--- src/rtl/arb_pkg.sv ---
// Shared types for the instruction/data RAM port arbiter: read-owner tags,
// system phase encoding and the full-word byte-enable constant.
package arb_pkg;

   // Owner of an outstanding read travelling down the tag pipeline.
   typedef enum logic [1:0] {
      TAG_NONE = 2'd0,
      TAG_LSU  = 2'd1,
      TAG_IF   = 2'd2
   } tag_e;

   // System phase: BOOT while the loader writes the program, RUN afterwards.
   typedef enum logic {
      PH_BOOT = 1'b0,
      PH_RUN  = 1'b1
   } phase_e;

   localparam logic [3:0] BE_FULL = 4'hF;

endpackage

--- src/rtl/arb_rd_tag_pipe.sv ---
// Read-owner tag shift register. A tag pushed in the grant cycle reaches the
// last stage RD_LATENCY cycles later, lining up with the RAM read data.
module arb_rd_tag_pipe
   import arb_pkg::*;
#(
   parameter int unsigned RD_LATENCY = 1
) (
   input  logic clk_i,
   input  logic rst_i,
   input  tag_e tag_i,
   output logic lsu_rvalid_o,
   output logic if_rvalid_o
);

   tag_e tag_q [RD_LATENCY];

   // Shift tags one stage per cycle; reset flushes every in-flight read.
   always_ff @(posedge clk_i) begin
      if (rst_i) begin
         for (int unsigned i = 0; i < RD_LATENCY; i++) begin
            tag_q[i] <= TAG_NONE;
         end
      end else begin
         tag_q[0] <= tag_i;
         for (int unsigned i = 1; i < RD_LATENCY; i++) begin
            tag_q[i] <= tag_q[i-1];
         end
      end
   end

   // Decode the last stage; suppressed while rst is high so a read granted
   // just before reset never reports valid data.
   always_comb begin
      lsu_rvalid_o = !rst_i && (tag_q[RD_LATENCY-1] == TAG_LSU);
      if_rvalid_o  = !rst_i && (tag_q[RD_LATENCY-1] == TAG_IF);
   end

endmodule

--- src/rtl/imem_dmem_port_arbiter.sv ---
// Single-port program/data RAM arbiter: the UART loader owns the port in BOOT,
// the LSU and instruction fetch share it in RUN with an anti-starvation flip
// to fetch priority. Optional perf counters: define ARB_PERF_CNT_EN.
module imem_dmem_port_arbiter
   import arb_pkg::*;
#(
   parameter int unsigned ADDR_W     = 10,
   parameter int unsigned RD_LATENCY = 1,
   parameter int unsigned STARVE_MAX = 4
) (
   input  logic              clk_i,
   input  logic              rst_i,
   input  logic              ldr_req_i,
   input  logic [ADDR_W-1:0] ldr_addr_i,
   input  logic [31:0]       ldr_wdata_i,
   input  logic              ldr_done_i,
   output logic              ldr_gnt_o,
   input  logic              lsu_req_i,
   input  logic              lsu_we_i,
   input  logic [3:0]        lsu_be_i,
   input  logic [ADDR_W-1:0] lsu_addr_i,
   input  logic [31:0]       lsu_wdata_i,
   output logic              lsu_gnt_o,
   output logic              lsu_rvalid_o,
   input  logic              if_req_i,
   input  logic [ADDR_W-1:0] if_addr_i,
   output logic              if_gnt_o,
   output logic              if_rvalid_o,
   output logic [31:0]       rdata_o,
   output logic              mem_en_o,
   output logic [3:0]        mem_we_o,
   output logic [ADDR_W-1:0] mem_addr_o,
   output logic [31:0]       mem_wdata_o,
   input  logic [31:0]       mem_rdata_i,
   output logic              cpu_stall_o
`ifdef ARB_PERF_CNT_EN
   ,
   output logic [31:0]       perf_conflicts_o,
   output logic [15:0]       perf_starve_hits_o
`endif
);

   localparam logic [3:0] StarveMax = 4'(STARVE_MAX);

   phase_e     phase_q, phase_d;
   logic [3:0] starve_cnt_q, starve_cnt_d;
   tag_e       tag_d;
   logic       force_if;

   // Phase and starvation counter registers.
   always_ff @(posedge clk_i) begin
      if (rst_i) begin
         phase_q      <= PH_BOOT;
         starve_cnt_q <= '0;
      end else begin
         phase_q      <= phase_d;
         starve_cnt_q <= starve_cnt_d;
      end
   end

   // Grant selection and RAM command, combinational in the request cycle.
   always_comb begin
      ldr_gnt_o   = 1'b0;
      lsu_gnt_o   = 1'b0;
      if_gnt_o    = 1'b0;
      mem_en_o    = 1'b0;
      mem_we_o    = '0;
      mem_addr_o  = '0;
      mem_wdata_o = '0;
      tag_d       = TAG_NONE;
      force_if    = 1'b0;
      if (phase_q == PH_BOOT) begin
         if (ldr_req_i) begin
            ldr_gnt_o   = 1'b1;
            mem_en_o    = 1'b1;
            mem_we_o    = BE_FULL;
            mem_addr_o  = ldr_addr_i;
            mem_wdata_o = ldr_wdata_i;
         end
      end else begin
         force_if = if_req_i && (starve_cnt_q == StarveMax);
         if (force_if) begin
            if_gnt_o = 1'b1;
         end else if (lsu_req_i) begin
            lsu_gnt_o = 1'b1;
         end else if (if_req_i) begin
            if_gnt_o = 1'b1;
         end
         if (lsu_gnt_o) begin
            mem_en_o    = 1'b1;
            mem_we_o    = lsu_we_i ? lsu_be_i : 4'h0;
            mem_addr_o  = lsu_addr_i;
            mem_wdata_o = lsu_wdata_i;
            tag_d       = lsu_we_i ? TAG_NONE : TAG_LSU;
         end else if (if_gnt_o) begin
            mem_en_o   = 1'b1;
            mem_addr_o = if_addr_i;
            tag_d      = TAG_IF;
         end
      end
   end

   // Phase advance after ldr_done; starvation count of denied fetch cycles.
   always_comb begin
      phase_d      = phase_q;
      starve_cnt_d = '0;
      if (phase_q == PH_BOOT) begin
         if (ldr_done_i) begin
            phase_d = PH_RUN;
         end
      end else if (if_req_i && !if_gnt_o) begin
         starve_cnt_d = (starve_cnt_q == StarveMax) ? starve_cnt_q : starve_cnt_q + 4'd1;
      end
   end

   // Core is held for the whole BOOT phase; read data only shown with a valid.
   always_comb begin
      cpu_stall_o = (phase_q == PH_BOOT);
      rdata_o     = (lsu_rvalid_o || if_rvalid_o) ? mem_rdata_i : 32'h0;
   end

   arb_rd_tag_pipe #(
      .RD_LATENCY (RD_LATENCY)
   ) u_rd_tag_pipe (
      .clk_i        (clk_i),
      .rst_i        (rst_i),
      .tag_i        (tag_d),
      .lsu_rvalid_o (lsu_rvalid_o),
      .if_rvalid_o  (if_rvalid_o)
   );

`ifdef ARB_PERF_CNT_EN
   logic [31:0] perf_conflicts_q;
   logic [15:0] perf_starve_hits_q;

   // Saturating RUN-phase contention and forced-fetch counters.
   always_ff @(posedge clk_i) begin
      if (rst_i) begin
         perf_conflicts_q   <= '0;
         perf_starve_hits_q <= '0;
      end else begin
         if (phase_q == PH_RUN && lsu_req_i && if_req_i && perf_conflicts_q != '1) begin
            perf_conflicts_q <= perf_conflicts_q + 32'd1;
         end
         if (force_if && perf_starve_hits_q != '1) begin
            perf_starve_hits_q <= perf_starve_hits_q + 16'd1;
         end
      end
   end

   assign perf_conflicts_o   = perf_conflicts_q;
   assign perf_starve_hits_o = perf_starve_hits_q;
`else
   // Counters absent: force_if only steers the grant.
`endif

endmodule

--- config.mk ---
export PLATFORM = sky130hd
export DESIGN_NAME = imem_dmem_port_arbiter
export DESIGN_NICKNAME = d
export VERILOG_FILES = /design/src/rtl/arb_pkg.sv /design/src/rtl/arb_rd_tag_pipe.sv /design/src/rtl/imem_dmem_port_arbiter.sv
export SDC_FILE = /design/constraint.sdc
export NUM_CORES = 1
export LEC_CHECK = 0
export BUFFER_PORTS_ARGS = -buffer_cell sky130_fd_sc_hd__buf_2
export CAP_MARGIN = 20
export CORE_AREA = 2 2 86 88
export CTS_BUF_LIST = sky130_fd_sc_hd__clkbuf_8
export DETAILED_ROUTE_END_ITERATION = 10
export DIE_AREA = 0 0 88 90
export SYNTH_ARGS = -nofsm -noshare
export SYNTH_HDL_FRONTEND = slang
export SYNTH_SLANG_ARGS = --single-unit
export TNS_END_PERCENT = 100
--- constraint.sdc ---
create_clock -name clk_i -period 1.93 [get_ports clk_i]
set_input_delay 0.2895 -clock clk_i [delete_from_list [all_inputs] [get_ports clk_i]]
set_output_delay 0.2895 -clock clk_i [all_outputs]
set_load 0.01 [all_outputs]
==> results of run 1 <==
-- layout make-up --
cell class,count,area [um2]
Inverter,4,15.01
Clock inverter,1,3.754
Fill cell,754,4546
Clock buffer,3,41.29
Timing Repair Buffer,228,1229
Tap cell,99,123.9
Multi-Input combinational cell,116,918.4
Sequential cell,7,143.9
-- cells by family (layout without fill, tap and decap cells) --
group,count (synthesis),in the layout,synth area share
AOI/OAI and AO/OA,49,51,0.3996
DFF,7,7,0.1264
and+or+nand+nor,61,61,0.3431
xor gates and xnor gates,1,1,0.007902
adders and majority gates,2,2,0.02257
muxes,1,1,0.009030
buffers and inverters,19,236,0.09142
-- how the worst min path moves through the flow --
stage | to | depth (start not counted) | slack, ns | startpoint
floorplan | u_rd_tag_pipe.tag_q[0][0] | 1 | 0.37 | lsu_we_i
global placement | starve_cnt_q[0] | 1 | 0.47 | starve_cnt_q[0]
detailed placement | starve_cnt_q[0] | 1 | 0.49 | starve_cnt_q[0]
CTS | phase_q | 3 | 0.27 | ldr_done_i
global route | u_rd_tag_pipe.tag_q[0][0] | 2 | 0.32 | lsu_we_i
finish | phase_q | 3 | 0.27 | ldr_done_i
-- per-layer routing --
| metal | wire length, um | up-vias | share of wire |
|---|---|---|---|
| met1 | 2570 | 848 | 0.41 |
| met3 | 522 | 8 | 0.083 |
| met4 | 113 | 0 | 0.018 |
| li1 | - | 967 | - |
| met2 | 3061 | 140 | 0.49 |
| met5 | 0 | - | 0 |
-- sequential cells by signal, summed over array words and instances (netlist names) --
| register | flops |
|---|---|
| starve_cnt_q | 4 |
| u_rd_tag_pipe.tag_q | 2 |
| phase_q | 1 |
-- power by group --
group	switching, mW	internal, mW	leakage (nW)
clock	0.0570	0.137	0.0269
combinational	0.212	0.261	1.40
sequential	0.00558	0.149	0.0580
total	0.275	0.547	1.48
-- what timing repair did --
item,in CTS,in global routing
endpoints found under the setup margin,48,43
gates resized for setup,11,2
cloned,3,0
pin swaps,7,3
buffers inserted,2,0
-- per-stage QoR --
stage / setup WS [ns] / instance area [um2] / std cells
2_1_floorplan: 0.2026 / 1109 / 140
3_3_place_gp: 0.1142 / 2318 / 449
3_5_place_dp: 0.08025 / 2318 / 449
4_1_cts: -0.07028 / 2467 / 458
5_1_grt: -0.1019 / 2475 / 458
6_report: -0.04306 / 2475 / 458
-- critical path, cell delays in order (launching register included) --
cell      delay (ns)
dfxtp_2         0.32
inv_2           0.07
ha_4            0.15
nand3b_4        0.11
o211a_4         0.31
buf_12          0.17
a22o_1          0.19
buf_2           0.14
-- layout by cell type, fill, tap and decap left out --
cell type / count
a21oi_1: 1
a21oi_2: 1
a221o_1: 10
a22o_1: 32
a31o_2: 4
and2_1: 42
buf_12: 2
buf_16: 1
buf_2: 217
buf_4: 4
buf_6: 4
clkbuf_8: 3
dfxtp_1: 4
dfxtp_2: 3
ha_1: 1
ha_4: 1
inv_1: 3
inv_2: 2
mux2i_1: 1
nand2_1: 2
nand2b_1: 2
nand3_1: 1
nand3b_4: 1
nor2_1: 5
nor2b_1: 1
nor2b_4: 1
nor3b_1: 1
nor4_1: 3
nor4b_1: 1
o211a_2: 1
o211a_4: 2
or3_1: 1
xnor2_1: 1
==> flow_summary.yaml, run 1 <==
synth:
  yosysTopAreaCell: "a22o_1"
  synth_top_area_share: 0.2528
  yosysMostFrequentCell: "and2_1"
  synth-seq-cells: 7
  synth_cell_types: 24
  synthTopCellsByArea: "a22o_1 (25%), and2_1 (24%), dfxtp_1 (13%), a221o_1 (9.0%), a31o_2 (3.2%)"
  synth-seq-area-share: 0.1264
  synth_cells: 140
  yosysWarnings: 0
  syn_area_per_cell_um2: 7.918
  synthFlopType: "dfxtp_1"
  synth_enable_flop_cells: 0
  ys_async_sr_fraction: 0
  synthTopCellsByCount: "and2_1 (42), a22o_1 (32), a221o_1 (10)"
  syn_area_mm2: 0.001109
  synth_fp_nets: 279
timing:
  period_share: 1.022
  rsz0062_at_grt: "true"
  setup_slack_ns: -0.04306
  drv_slew: 0
  setup_viol: 40
  hold_viol: 0
  tns_ns: -0.9059
  worst_clock_skew_ns: 0.0003301
  relSlewSlack: 0.7681
  period_needed_ns: 1.973
  worst_pin_slew_ns: 0.3471
  hold_ws_ns: 0.2728
  max_freq_ghz: 0.5068
finish:
  final_core_util: 0.3525
  antennaDiodeCount: 0
  drive_above_1_share: 0.6880
  finalNetCount: 499
  syn2layout_area_growth_pct: 123.3
detailed_routing:
  vias: 1963
  first_pass_iters: 4
  wire_per_inst_um: 13.68
  drt_iter0_markers: 62
  vias_per_cell: 4.286
  drt-total-wl_um: 6267
  drc: 0
  drtAntennaViolNets: 0
place:
  gp_congestion: 0.8891
  portBuffers: 221
  dp_hpwl_um: 5108
global_route:
  track_usage: 0.1413
  grt_max_degree: 34
  overflow: 0
  grt_use_met3: 0.01469
  antenna_found_initial: 0
  grt_pass1_wl_um: 8880
  busiest_layer: "met2"
  grt_pass1_vias: 1855
  grt.met1_usage: 0.1762
  grt_use_met2: 0.2506
setup_path:
  reg2reg_depth: 6
  criticalPathCategory: "reg2out"
  end_kind: "primary output"
  r2r-end: "u_rd_tag_pipe.tag_q[0][1]"
  worst_ep_required_time_ns: 1.64
  crit_start: "starve_cnt_q[1]"
  start_kind: "flip-flop"
  crit_arrival_ns: 1.68
  regToRegSetupSlack_ns: 0.71
  crit_path_end: "mem_wdata_o[24]"
  rr_startpoint: "starve_cnt_q[1]"
  path_max_fanout: 17
floorplan:
  io_pins: 222
  initial_utilization: 0.1579
  die_area_mm2: 0.007920
  core_area_mm2: 0.007020
  die_w_um: 88
  row_count: 31
  die_h_um: 90
worst_hold_path:
  hp-class: "in2reg"
clocking:
  path_clk_slew_ns: 0.04
  postCtsHoldBufs: 0
  cts_max_level: 1
  cts_made_buffers: 3
  clkLatencyLatePin_ns: 0.22
  tritoncts: "done"
  root_buffer: "clkbuf_8"
  cts_sinks: 7
  clockBufferDepth: 2
power_and_ir_drop:
  leakagePower_nw: 1.483
  power_density_mw_per_mm2: 332.0
  power.total_mw: 0.8217
  ir_drop_uv: 175.7
outcome:
  status: "finished, violations left"
  violations: "setup timing"
job:
  cap_violations: 0
Power figures use the tool's default switching activity.
==> run 2: changes to the inputs <==
Settings changed: PLACE_DENSITY_LB_ADDON set to 0.2.
==> flow_summary.yaml, run 2 (synthesis gave the netlist of run 1 again) <==
outcome:
  status: "finished, violations left"
  violations: "setup timing"
clocking:
  path_clk_slew_ns: 0.04
  tritoncts: "done"
  clockBufferDepth: 2
  cts_sinks: 7
  root_buffer: "clkbuf_8"
  clkLatencyLatePin_ns: 0.22
  cts_max_level: 1
  cts_made_buffers: 3
floorplan:
  die_h_um: 90
  io_pins: 222
  die_w_um: 88
  die_area_mm2: 0.007920
  row_count: 31
  initial_utilization: 0.1579
  core_area_mm2: 0.007020
detailed_routing:
  drc: 0
  vias_per_cell: 4.275
  drtAntennaViolNets: 0
  drt-total-wl_um: 6137
  first_pass_iters: 4
  vias: 1958
  drt_iter0_markers: 37
  wire_per_inst_um: 13.40
finish:
  largest_reg_flops: 4
  fillers: 764
  syn2layout_area_growth_pct: 121.2
  reg_top3: "starve_cnt_q x4, u_rd_tag_pipe.tag_q x2, phase_q x1"
  drive_above_1_share: 0.6852
  finalNetCount: 499
  layout_commonest_cell: "buf_2"
  stdcell_count: 458
  antennaDiodeCount: 0
  register_area_um2: 143.9
  regMostFlops: "starve_cnt_q"
  multi_input_area_um2: 948.4
  mostFrequentLayoutCells: "buf_2 (219), and2_1 (42), a22o_1 (32)"
timing:
  period_needed_ns: 1.961
  max_freq_ghz: 0.5099
  worst_pin_slew_ns: 0.3103
  relSlewSlack: 0.7927
  setup_slack_ns: -0.03125
  worst_clock_skew_ns: 0.0002845
  tns_ns: -0.1496
  drv_slew: 0
  rsz0062_at_grt: "true"
  period_share: 1.016
  hold_ws_ns: 0.2692
  setup_viol: 9
  hold_viol: 0
place:
  dp_hpwl_um: 4717
  gp_congestion: 0.8139
  portBuffers: 221
  placed_cells: 449
  dp_slack_ns: -0.004174
setup_path:
  cpPeakStageDelay_ns: 0.32
  path_max_fanout: 7
  reg2reg_depth: 7
  slowest_stage: "o211a_4"
  criticalPathCategory: "reg2out"
  end_kind: "primary output"
  worst_ep_required_time_ns: 1.64
  start_kind: "flip-flop"
  path_cells: "inv_2 > ha_4 > nand3b_4 > o211a_4 > a221o_1 > buf_2"
  crit_arrival_ns: 1.67
global_route:
  grt_max_degree: 37
  grt_pass1_vias: 1850
  antenna_found_initial: 0
  overflow: 0
  track_usage: 0.1397
  grt_pass1_wl_um: 8804
worst_hold_path:
  hp-class: "in2reg"
  whs_path_depth: 3
power_and_ir_drop:
  leakagePower_nw: 1.474
  power_density_mw_per_mm2: 330.8
  ir_drop_uv: 128.4
job:
  cap_violations: 0
## run 2: cell types whose count changed in the layout (fill, tap and decap cells not counted)
cell,before,now
a31o_4,0,1
a21oi_1,1,2
buf_6,4,2
buf_16,1,0
buf_12,2,1
buf_4,4,5
o211a_2,1,0
a31o_2,4,3
a21oi_2,1,0
o211a_4,2,4
buf_2,217,219
## run 2: worst max-delay path, delay by kind of cell (launching register included)
| kind | cells | cell delay (ns) |
|---|---|---|
| compound gates | 2 | 0.64 |
| flops | 1 | 0.31 |
| buf+inv | 2 | 0.20 |
| fa+ha+maj | 1 | 0.14 |
| simple gates | 1 | 0.14 |
## run 2: metrics by stage
step | utilization | cell area [um2] | power [mW]
final | 0.3493 | 2452 | 0.8112
after floorplan | - | 1109 | 0.3538
after global routing | 0.3493 | 2452 | 0.8697
after global placement | 0.3279 | 2302 | 0.5928
after detailed placement | 0.3279 | 2302 | 0.5956
after CTS | 0.3475 | 2440 | 0.8203
## run 2: metal layers
layer | share of wire | track usage
met1 | 0.36 | 0.1426
met2 | 0.54 | 0.2891
met3 | 0.095 | 0.01469
met4 | 0.0044 | 0.02949
met5 | 0 | 0
## run 2: worst paths after layout
path / to / slack [ns] / start
worst max-delay path: mem_addr_o[1] / -0.03 / starve_cnt_q[1]
worst min-delay path: phase_q / 0.27 / ldr_done_i
worst max register to register: u_rd_tag_pipe.tag_q[0][1] / 0.57 / starve_cnt_q[1]
worst min register to register: starve_cnt_q[0] / 0.52 / starve_cnt_q[0]
## run 2: layout make-up
class / instances / share of cell area
Clock buffer: 3 / 0.01684
Inverter: 4 / 0.006122
Multi-Input combinational cell: 117 / 0.3867
Sequential cell: 7 / 0.05867
Timing Repair Buffer: 227 / 0.4796
Clock inverter: 1 / 0.001531
Tap cell: 99 / 0.05051
## run 2: what timing repair did
item,4_1_cts,5_1_grt
gates cloned,3,0
hold buffers,0,0
pin swaps,14,2
gates resized for setup,11,2
endpoints found under the setup margin,48,38
buffers inserted,2,0
## run 2: power by group
part	internal [mW]	switching, mW
logic	0.252	0.206
registers	0.149	0.00626
clock network	0.137	0.0615
total	0.538	0.273
==> run 3: changes to the inputs <==
Settings changed: TNS_END_PERCENT 100 to 20.
==> flow_summary.yaml, run 3 (synthesis gave the netlist of run 1 again) <==
finish:
  regMostFlops: "starve_cnt_q"
  final_core_util: 0.3463
  syn2layout_area_growth_pct: 119.3
  reg_top3: "starve_cnt_q x4, u_rd_tag_pipe.tag_q x2, phase_q x1"
  largest_reg_flops: 4
  mostFrequentLayoutCells: "buf_2 (221), and2_1 (42), a22o_1 (32)"
  layout_commonest_cell: "buf_2"
  finalNetCount: 499
  drive_above_1_share: 0.6852
  antennaDiodeCount: 0
clocking:
  root_buffer: "clkbuf_8"
  clockBufferDepth: 2
  cts_max_level: 1
  path_clk_slew_ns: 0.04
  tritoncts: "done"
  cts_sinks: 7
  postCtsHoldBufs: 0
  clkLatencyLatePin_ns: 0.22
  cts_made_buffers: 3
detailed_routing:
  drt_iter0_markers: 37
  first_pass_iters: 3
  drtAntennaViolNets: 0
  vias_per_cell: 4.282
  drc: 0
  wire_per_inst_um: 13.40
  vias: 1961
  drt-total-wl_um: 6135
timing:
  worst_pin_slew_ns: 0.3069
  relSlewSlack: 0.7950
  period_share: 1.015
  period_needed_ns: 1.959
  setup_viol: 8
  worst_clock_skew_ns: 0.0002953
  setup_slack_ns: -0.02856
  drv_slew: 0
  max_freq_ghz: 0.5106
  hold_viol: 0
  rsz0062_at_grt: "true"
outcome:
  violations: "setup timing"
  status: "finished, violations left"
worst_hold_path:
  hp-class: "in2reg"
  min_to: "phase_q"
  min_from: "ldr_done_i"
  whs_path_depth: 3
global_route:
  busiest_layer: "met2"
  grt.met1_usage: 0.1415
  grt_max_degree: 37
  antenna_found_initial: 0
  track_usage: 0.1395
  grt_pass1_vias: 1856
  grt_pass1_wl_um: 8783
  grt_use_met3: 0.01469
  grt_use_met2: 0.2898
  overflow: 0
power_and_ir_drop:
  ir_drop_uv: 128.3
  power_density_mw_per_mm2: 330.9
  leakagePower_nw: 1.467
setup_path:
  rr_startpoint: "starve_cnt_q[1]"
  path_max_fanout: 7
  end_kind: "primary output"
  criticalPathCategory: "reg2out"
  reg2reg_depth: 7
  regToRegSetupSlack_ns: 0.57
  start_kind: "flip-flop"
  worst_ep_required_time_ns: 1.64
  r2r-end: "u_rd_tag_pipe.tag_q[0][1]"
  crit_arrival_ns: 1.67
floorplan:
  die_w_um: 88
  die_h_um: 90
  die_area_mm2: 0.007920
  core_area_mm2: 0.007020
  io_pins: 222
  row_count: 31
  initial_utilization: 0.1579
place:
  dp_slack_ns: -0.004174
  gp_congestion: 0.8139
  portBuffers: 221
  dp_hpwl_um: 4717
job:
  cap_violations: 0
[run 3: power by group]
| part | internal (mW) | leakage (nW) | total, mW | switching (mW) |
|---|---|---|---|---|
| Combinational | 0.247 | 1.38 | 0.451 | 0.204 |
| Clock | 0.137 | 0.0269 | 0.199 | 0.0615 |
| Sequential | 0.149 | 0.0580 | 0.155 | 0.00641 |
[run 3: worst max-delay path by stage]
stage,cells after the start,from,end
2_1_floorplan,6,starve_cnt_q[0],mem_wdata_o[22]
3_3_place_gp,6,starve_cnt_q[1],mem_addr_o[5]
3_5_place_dp,6,starve_cnt_q[1],mem_addr_o[1]
4_1_cts,6,starve_cnt_q[1],mem_addr_o[1]
5_1_grt,6,starve_cnt_q[1],mem_addr_o[9]
6_report,6,starve_cnt_q[1],mem_addr_o[1]
[run 3: final cells by class]
cell class              count  area (um2)
clock inverters             1       3.754
repair buffers            227        1164
clock buffers               3       41.29
well taps                  99       123.9
flip-flops and latches      7       143.9
multi-input cells         117       939.7
fillers                   767        4589
inverters                   4       15.01
[run 3: critical path: stages, from the launching register on]
cell and delay [ns]:
dfxtp_2 0.31, inv_2 0.06, ha_4 0.14, nand3b_4 0.14, o211a_4 0.32, a221o_1 0.32
buf_2 0.14
[run 3: per-layer routing]
metal	part of all wire	routed length, um
met1	0.37	2264
met2	0.54	3291
met3	0.090	551
met4	0.0044	27
met5	0	0
[run 3: through the flow]
stage	area, um2	std cells	hold WS (ns)	power (mW)	setup TNS (ns)
detailed placement	2302	449	0.5040	0.5956	-0.004174
CTS	2431	458	0.2693	0.8181	-0.2700
floorplan	1109	140	0.3656	0.3538	0
global route	2431	458	0.2918	0.8625	-1.577
finish	2431	458	0.2691	0.8045	-0.1025
global placement	2302	449	0.4998	0.5928	0
[run 3: what timing repair did]
item / in CTS / in global routing
gates resized for setup: 10 / 0
cloned: 3 / 0
buffers inserted: 2 / 0
pin swaps: 14 / 3
setup endpoints to repair: 48 / 37
